### src/rtl/fei4_cmd_pkg.sv
// Shared constants and state encoding for the FE-I4 command-line arbiter.
package fei4_cmd_pkg;

    localparam logic [4:0] CMD_LV1     = 5'b11101;
    localparam int         CMD_LV1_LEN = 5;

    typedef enum logic [1:0] {
        IDLE,
        SEND_LV1,
        SEND_SEQ,
        GAP
    } arb_state_t;

endpackage

### src/rtl/cmd_shift_out.sv
// MSB-first serialiser: loads a left-aligned word and drives len_i bits, one per clock,
// on a registered output; last_o marks the cycle the final bit is on the line.
module cmd_shift_out #(
    parameter int W  = 64,
    parameter int LW = 7
) (
    input  logic          clk_i,
    input  logic          rst_ni,
    input  logic          load_i,
    input  logic [LW-1:0] len_i,
    input  logic [W-1:0]  data_i,
    output logic          dout_o,
    output logic          last_o
);

    logic [W-1:0]  sreg_q;
    logic [LW-1:0] cnt_q;
    logic          act_q;
    logic          dout_q;

    // The first bit goes straight to the output register on load, so cnt_q
    // counts the bits still to follow the one currently driven.
    always_ff @(posedge clk_i or negedge rst_ni) begin
        if (!rst_ni) begin
            sreg_q <= '0;
            cnt_q  <= '0;
            act_q  <= 1'b0;
            dout_q <= 1'b0;
        end else if (load_i) begin
            dout_q <= data_i[W-1];
            sreg_q <= {data_i[W-2:0], 1'b0};
            cnt_q  <= len_i - LW'(1);
            act_q  <= 1'b1;
        end else if (act_q) begin
            if (cnt_q == '0) begin
                act_q  <= 1'b0;
                dout_q <= 1'b0;
            end else begin
                dout_q <= sreg_q[W-1];
                sreg_q <= {sreg_q[W-2:0], 1'b0};
                cnt_q  <= cnt_q - LW'(1);
            end
        end
    end

    assign dout_o = dout_q;
    assign last_o = act_q && (cnt_q == '0);

endmodule

### src/rtl/fei4_cmd_arbiter.sv
// Arbitrates the single FE-I4 command line between queued LV1 triggers and the
// software sequencer; LV1 wins every arbitration point and nothing is preempted.
module fei4_cmd_arbiter #(
    parameter int SEQ_MAX_BITS = 64,
    parameter int LV1_QDEPTH   = 4,
    parameter int IDLE_GAP     = 1
) (
    input  logic                                CMD_CLK,
    input  logic                                RST_B,
    input  logic                                TRIG_EN,
    input  logic                                TRIG_REQ,
    input  logic                                SEQ_REQ,
    input  logic [SEQ_MAX_BITS-1:0]             SEQ_DATA,
    input  logic [$clog2(SEQ_MAX_BITS+1)-1:0]   SEQ_LEN,
    output logic                                SEQ_ACK,
    output logic                                SEQ_DONE,
    input  logic                                CLR_CNT,
    output logic                                CMD_DATA,
    output logic                                BUSY,
    output logic [$clog2(LV1_QDEPTH+1)-1:0]     LV1_PENDING,
    output logic [15:0]                         LV1_CNT,
    output logic [15:0]                         DROP_CNT
);

    import fei4_cmd_pkg::*;

    localparam int LW = $clog2(SEQ_MAX_BITS + 1);
    localparam int QW = $clog2(LV1_QDEPTH + 1);
    localparam int GW = (IDLE_GAP > 1) ? $clog2(IDLE_GAP) : 1;

    arb_state_t        state_q, state_d;
    logic [GW-1:0]     gap_q, gap_d;
    logic [QW-1:0]     pend_q, pend_d;
    logic              trig_q;
    logic [15:0]       lv1_cnt_q, lv1_cnt_d;
    logic [15:0]       drop_cnt_q, drop_cnt_d;

    logic              deq, load, ack, done_zero;
    logic [LW-1:0]     ld_len, seq_len_c;
    logic [SEQ_MAX_BITS-1:0] ld_data;
    logic              sh_dout, sh_last;
    logic              q_full, drop;

    assign seq_len_c = (SEQ_LEN > LW'(SEQ_MAX_BITS)) ? LW'(SEQ_MAX_BITS) : SEQ_LEN;

    always_ff @(posedge CMD_CLK or negedge RST_B) begin
        if (!RST_B) begin
            state_q    <= IDLE;
            gap_q      <= '0;
            pend_q     <= '0;
            trig_q     <= 1'b0;
            lv1_cnt_q  <= '0;
            drop_cnt_q <= '0;
        end else begin
            state_q    <= state_d;
            gap_q      <= gap_d;
            pend_q     <= pend_d;
            trig_q     <= TRIG_REQ & TRIG_EN;
            lv1_cnt_q  <= lv1_cnt_d;
            drop_cnt_q <= drop_cnt_d;
        end
    end

    always_comb begin
        state_d   = state_q;
        gap_d     = gap_q;
        deq       = 1'b0;
        load      = 1'b0;
        ack       = 1'b0;
        done_zero = 1'b0;
        ld_len    = '0;
        ld_data   = '0;
        case (state_q)
            IDLE: begin
                if (pend_q != '0) begin
                    deq     = 1'b1;
                    load    = 1'b1;
                    ld_len  = LW'(CMD_LV1_LEN);
                    ld_data = {CMD_LV1, {(SEQ_MAX_BITS-CMD_LV1_LEN){1'b0}}};
                    state_d = SEND_LV1;
                end else if (SEQ_REQ) begin
                    ack = 1'b1;
                    if (seq_len_c != '0) begin
                        load    = 1'b1;
                        ld_len  = seq_len_c;
                        ld_data = SEQ_DATA;
                        state_d = SEND_SEQ;
                    end else begin
                        done_zero = 1'b1;
                    end
                end
            end
            SEND_LV1, SEND_SEQ: begin
                // The IDLE cycle itself is the final gap bit, so GAP holds IDLE_GAP-1.
                if (sh_last) begin
                    if (IDLE_GAP > 1) begin
                        state_d = GAP;
                        gap_d   = GW'(IDLE_GAP - 2);
                    end else begin
                        state_d = IDLE;
                    end
                end
            end
            GAP: begin
                if (gap_q == '0) state_d = IDLE;
                else             gap_d   = gap_q - GW'(1);
            end
            default: state_d = IDLE;
        endcase
    end

    assign q_full = (pend_q == QW'(LV1_QDEPTH));
    assign drop   = trig_q && !deq && q_full;

    always_comb begin
        pend_d = pend_q;
        if (trig_q && !deq && !q_full) pend_d = pend_q + QW'(1);
        else if (!trig_q && deq)       pend_d = pend_q - QW'(1);
    end

    always_comb begin
        lv1_cnt_d  = lv1_cnt_q;
        drop_cnt_d = drop_cnt_q;
        if (CLR_CNT) begin
            lv1_cnt_d  = '0;
            drop_cnt_d = '0;
        end else begin
            if (state_q == SEND_LV1 && sh_last)   lv1_cnt_d  = lv1_cnt_q + 16'd1;
            if (drop && drop_cnt_q != 16'hFFFF)   drop_cnt_d = drop_cnt_q + 16'd1;
        end
    end

    cmd_shift_out #(
        .W  (SEQ_MAX_BITS),
        .LW (LW)
    ) u_shift (
        .clk_i  (CMD_CLK),
        .rst_ni (RST_B),
        .load_i (load),
        .len_i  (ld_len),
        .data_i (ld_data),
        .dout_o (sh_dout),
        .last_o (sh_last)
    );

    // ACK/DONE decode live inputs in IDLE; hold them low while reset is asserted.
    assign SEQ_ACK     = ack & RST_B;
    assign SEQ_DONE    = (done_zero | (state_q == SEND_SEQ && sh_last)) & RST_B;
    assign CMD_DATA    = sh_dout;
    assign BUSY        = (state_q != IDLE) || (pend_q != '0);
    assign LV1_PENDING = pend_q;
    assign LV1_CNT     = lv1_cnt_q;
    assign DROP_CNT    = drop_cnt_q;

endmodule
### config.mk
export PLATFORM = sky130hd
export DESIGN_NAME = fei4_cmd_arbiter
export DESIGN_NICKNAME = d
export VERILOG_FILES = /design/src/rtl/fei4_cmd_pkg.sv /design/src/rtl/cmd_shift_out.sv /design/src/rtl/fei4_cmd_arbiter.sv
export SDC_FILE = /design/constraint.sdc
export NUM_CORES = 1
export LEC_CHECK = 0
export ABC_AREA = 1
export CAP_MARGIN = 10
export CORE_MARGIN = 5
export CORE_UTILIZATION = 54
export CTS_BUF_LIST = sky130_fd_sc_hd__clkbuf_8
export DETAILED_ROUTE_END_ITERATION = 8
export PLACE_DENSITY_LB_ADDON = 0.12
export SLEW_MARGIN = 20
export SYNTH_ARGS = -nofsm -noshare
export SYNTH_HDL_FRONTEND = slang
export SYNTH_SLANG_ARGS = --single-unit
### constraint.sdc
create_clock -name CMD_CLK -period 2.6 [get_ports CMD_CLK]
set_clock_uncertainty 0.15 [all_clocks]
set_input_delay 0.26 -clock CMD_CLK [delete_from_list [all_inputs] [get_ports CMD_CLK]]
set_output_delay 0.26 -clock CMD_CLK [all_outputs]
set_load 0.02 [all_outputs]
==> summary.md <==
| Metric | Value |
|---|---|
| Post-Syn Area | 5810 µm² |
| CTS buffer count | 9 |
| Cell variety after synth | 48 |
| Fmax | 408 MHz |
| CTS sink cnt | 110 |
| CP Data Required Time | 2190 ps |
| CTS H-tree depth | 3 |
| Hold slack | 162 ps |
| Global-route wire length before repair | 24,600 µm |
| Ant. Diodes | 0 |
| Most common cell after layout, fill and taps aside | nand2_1 |
| Placer congestion estimate | 0.864 |
| Syn nets | 762 |
| Maximum vdd ir drop | 0.494 mV |
| Final setup TNS | 0 ps |
| Vias per inst | 5.60 |
| Final Critical Period | 2450 ps |
| Worst Max-Slew Pin Slew | 898 ps |
| Gr usage total | 23.3% |
| Buffers on Ports | 115 |
| Routed via count | 5,210 |
| Vert. Die Dim | 114 µm |
| Max-cap violation count | 0 |
| Die W | 114 µm |
| Hold Crit Class | input port to async pin |
| Antenna violations before repair | 0 |
| CP Class | flop to output pin |
| Syn. warnings | 0 |
| Root buf cell | clkbuf_8 |
| CORE AREA | 10,400 µm² |
| Setup violations, final | 0 |
| Reg2Reg Depth | 16 |
| Die area | 12,900 µm² |
| Total power | 5.75 mW |
| Ys flop type | dfrtp_1 |
| Asr flop ratio synth | 100% |
| Leakage | 3.19 nW |
| # rows | 37 |
| Pwr dens | 784 nW/µm² |
| DRT antenna net count | 0 |
| DR pass1 iterations | 5 |
| Run status | finished, final reports clean |
| Vias in the first global route | 5,085 |
| Post-Synthesis Cells | 677 |
| Post-Syn Area per Cell | 8.59 µm² |
| WL per Instance | 15.8 µm |
| Max-slew violation count | 0 |
| Flops & latches, synth | 110 |
| Final nets | 875 |
| Final WL | 14,700 µm |
| Final hold vios | 0 |
| Synth-to-Final Area Change | 26.3% |
| DRC | 0 |
| Worst setup SP type | flop |
| Commonest cells after routing, fill and taps aside | 151 x nand2_1, 112 x clkdlybuf4s50_1, 110 x dfrtp_1, 84 x inv_1, 63 x nand3_1 |
| WP data arrival | 2040 ps |
| Total global routing overflow | 0 |
| RSZ-0062 raised after global routing | false |
| Seq/Total Area, Yosys | 47.4% |
| Period Utilization, post-route | 94.3% |
| CTS tree | built |
| Initial core utilization | 55.8% |
| Clk buf depth | 2 |
| Worst setup margin | 149 ps |
| Largest net degree at the start of global routing | 94 |
| DP Wirelength | 10,300 µm |
| Initial DRC Count | 451 |
| Layout cells sized above 1 | 11.4% |
| Worst relative slew slack | 40.0% |
| EDFF count, synth | 0 |
| I/O pins | 116 |
| Clock latency on the worst-skew pair | 370 ps |
| Crit-path max FO | 5 |
| Worst slack, placed | 169 ps |
| Setup crit end kind | output pin |
| Filler Cells Inserted | 821 |
| Clk slew on worst S/H paths | 100 ps |
metal layers:
| metal | share of wire, % | routed length [µm] | GRT usage [%] |
|---|---|---|---|
| met1 | 42 | 6180 | 30.8 |
| met2 | 50 | 7430 | 39.1 |
| met3 | 5.6 | 833 | 3.55 |
| met4 | 2.0 | 300 | 8.49 |
| met5 | 0 | 0 | 0 |
metrics by stage:
stage	utilization [%]	instance area, µm²	instances
floorplan	-	5810	677
CTS	70.5	7340	931
global placement	68.6	7140	914
finish	70.5	7340	931
global route	70.5	7340	931
detailed placement	68.6	7140	914
final cells by class:
cell class | instances | area [µm²] | share of cell area, %
clock buffer | 9 | 124 | 1.69
clock inverter | 7 | 66.3 | 0.904
inverter | 92 | 348 | 4.74
multi-input combinational | 447 | 2590 | 35.3
sequential | 110 | 2750 | 37.5
tap | 136 | 170 | 2.32
timing repair buffer | 130 | 1290 | 17.5
critical path: stages (launching register included):
cell and delay, ps:
dfrtp_1 420, inv_1 110, ha_1 200, inv_2 60, nor2_4 150, nand2_4 110, nor2_1 160, a32o_1 150
clkdlybuf4s15_1 310
synth_stat cells, types with 4 or more instances:
cell type  instances  area, µm²
nand4_1            9       56.3
nand2_4            6       67.6
o211ai_1           9       67.6
nor2_2             5       31.3
inv_1             83        312
ha_1               7       87.6
buf_2              7       35.0
a22oi_1            4       30.0
nand2_1          151        567
nand3_1           63        315
o21ai_0           24        120
nor3_1            14       70.1
dfrtp_1          110       2750
nand2_2            5       31.3
nor2_4             5       56.3
o211ai_2          20        250
inv_2              8       30.0
nor2_1            41        154
clkbuf_1          19       71.3
o311ai_0          27        236
o31ai_1            5       37.5
a21oi_1           19       95.1
xor2_1             4       35.0
what timing repair did:
action,4_1_cts,5_1_grt
resized for setup,2,1
setup buffers,0,0
hold buffers,1,0
endpoints found under the hold margin,17,0
endpoints found under the setup margin,2,1
cells by family after synthesis:
logic type / share of synthesized area, %
AND/OR/NAND/NOR: 25.0
AO/OA/AOI/OAI: 16.6
buffers and inverters: 8.07
flip-flops: 47.4
adder cells (fa/ha/maj): 1.85
XOR/XNOR: 0.753
multiplexers: 0.387
worst paths after layout:
check	to	from	slack (ps)
worst max-delay path	SEQ_DONE	state_q[1]	150
worst min-delay path	u_shift.cnt_q[5]	RST_B	160
worst max register to register	u_shift.cnt_q[6]	state_q[1]	210
worst min register to register	u_shift.sreg_q[63]	u_shift.sreg_q[63]	330
max in group asynchronous	u_shift.sreg_q[14]	RST_B	1370
min in group CMD_CLK	trig_q	TRIG_EN	260
sequential cells by signal, indices dropped and copies added, names as in the netlist:
signal	count
DROP_CNT	16
LV1_CNT	16
LV1_PENDING	3
state_q	2
trig_q	1
u_shift.act_q	1
u_shift.cnt_q	7
u_shift.dout_o	1
u_shift.sreg_q	63
power by group:
part           total (mW)  switching, mW  internal (mW)
clock                1.04          0.594          0.442
sequential           2.28          0.208           2.07
combinational        2.44           1.61          0.830
Power figures use the tool's default switching activity.
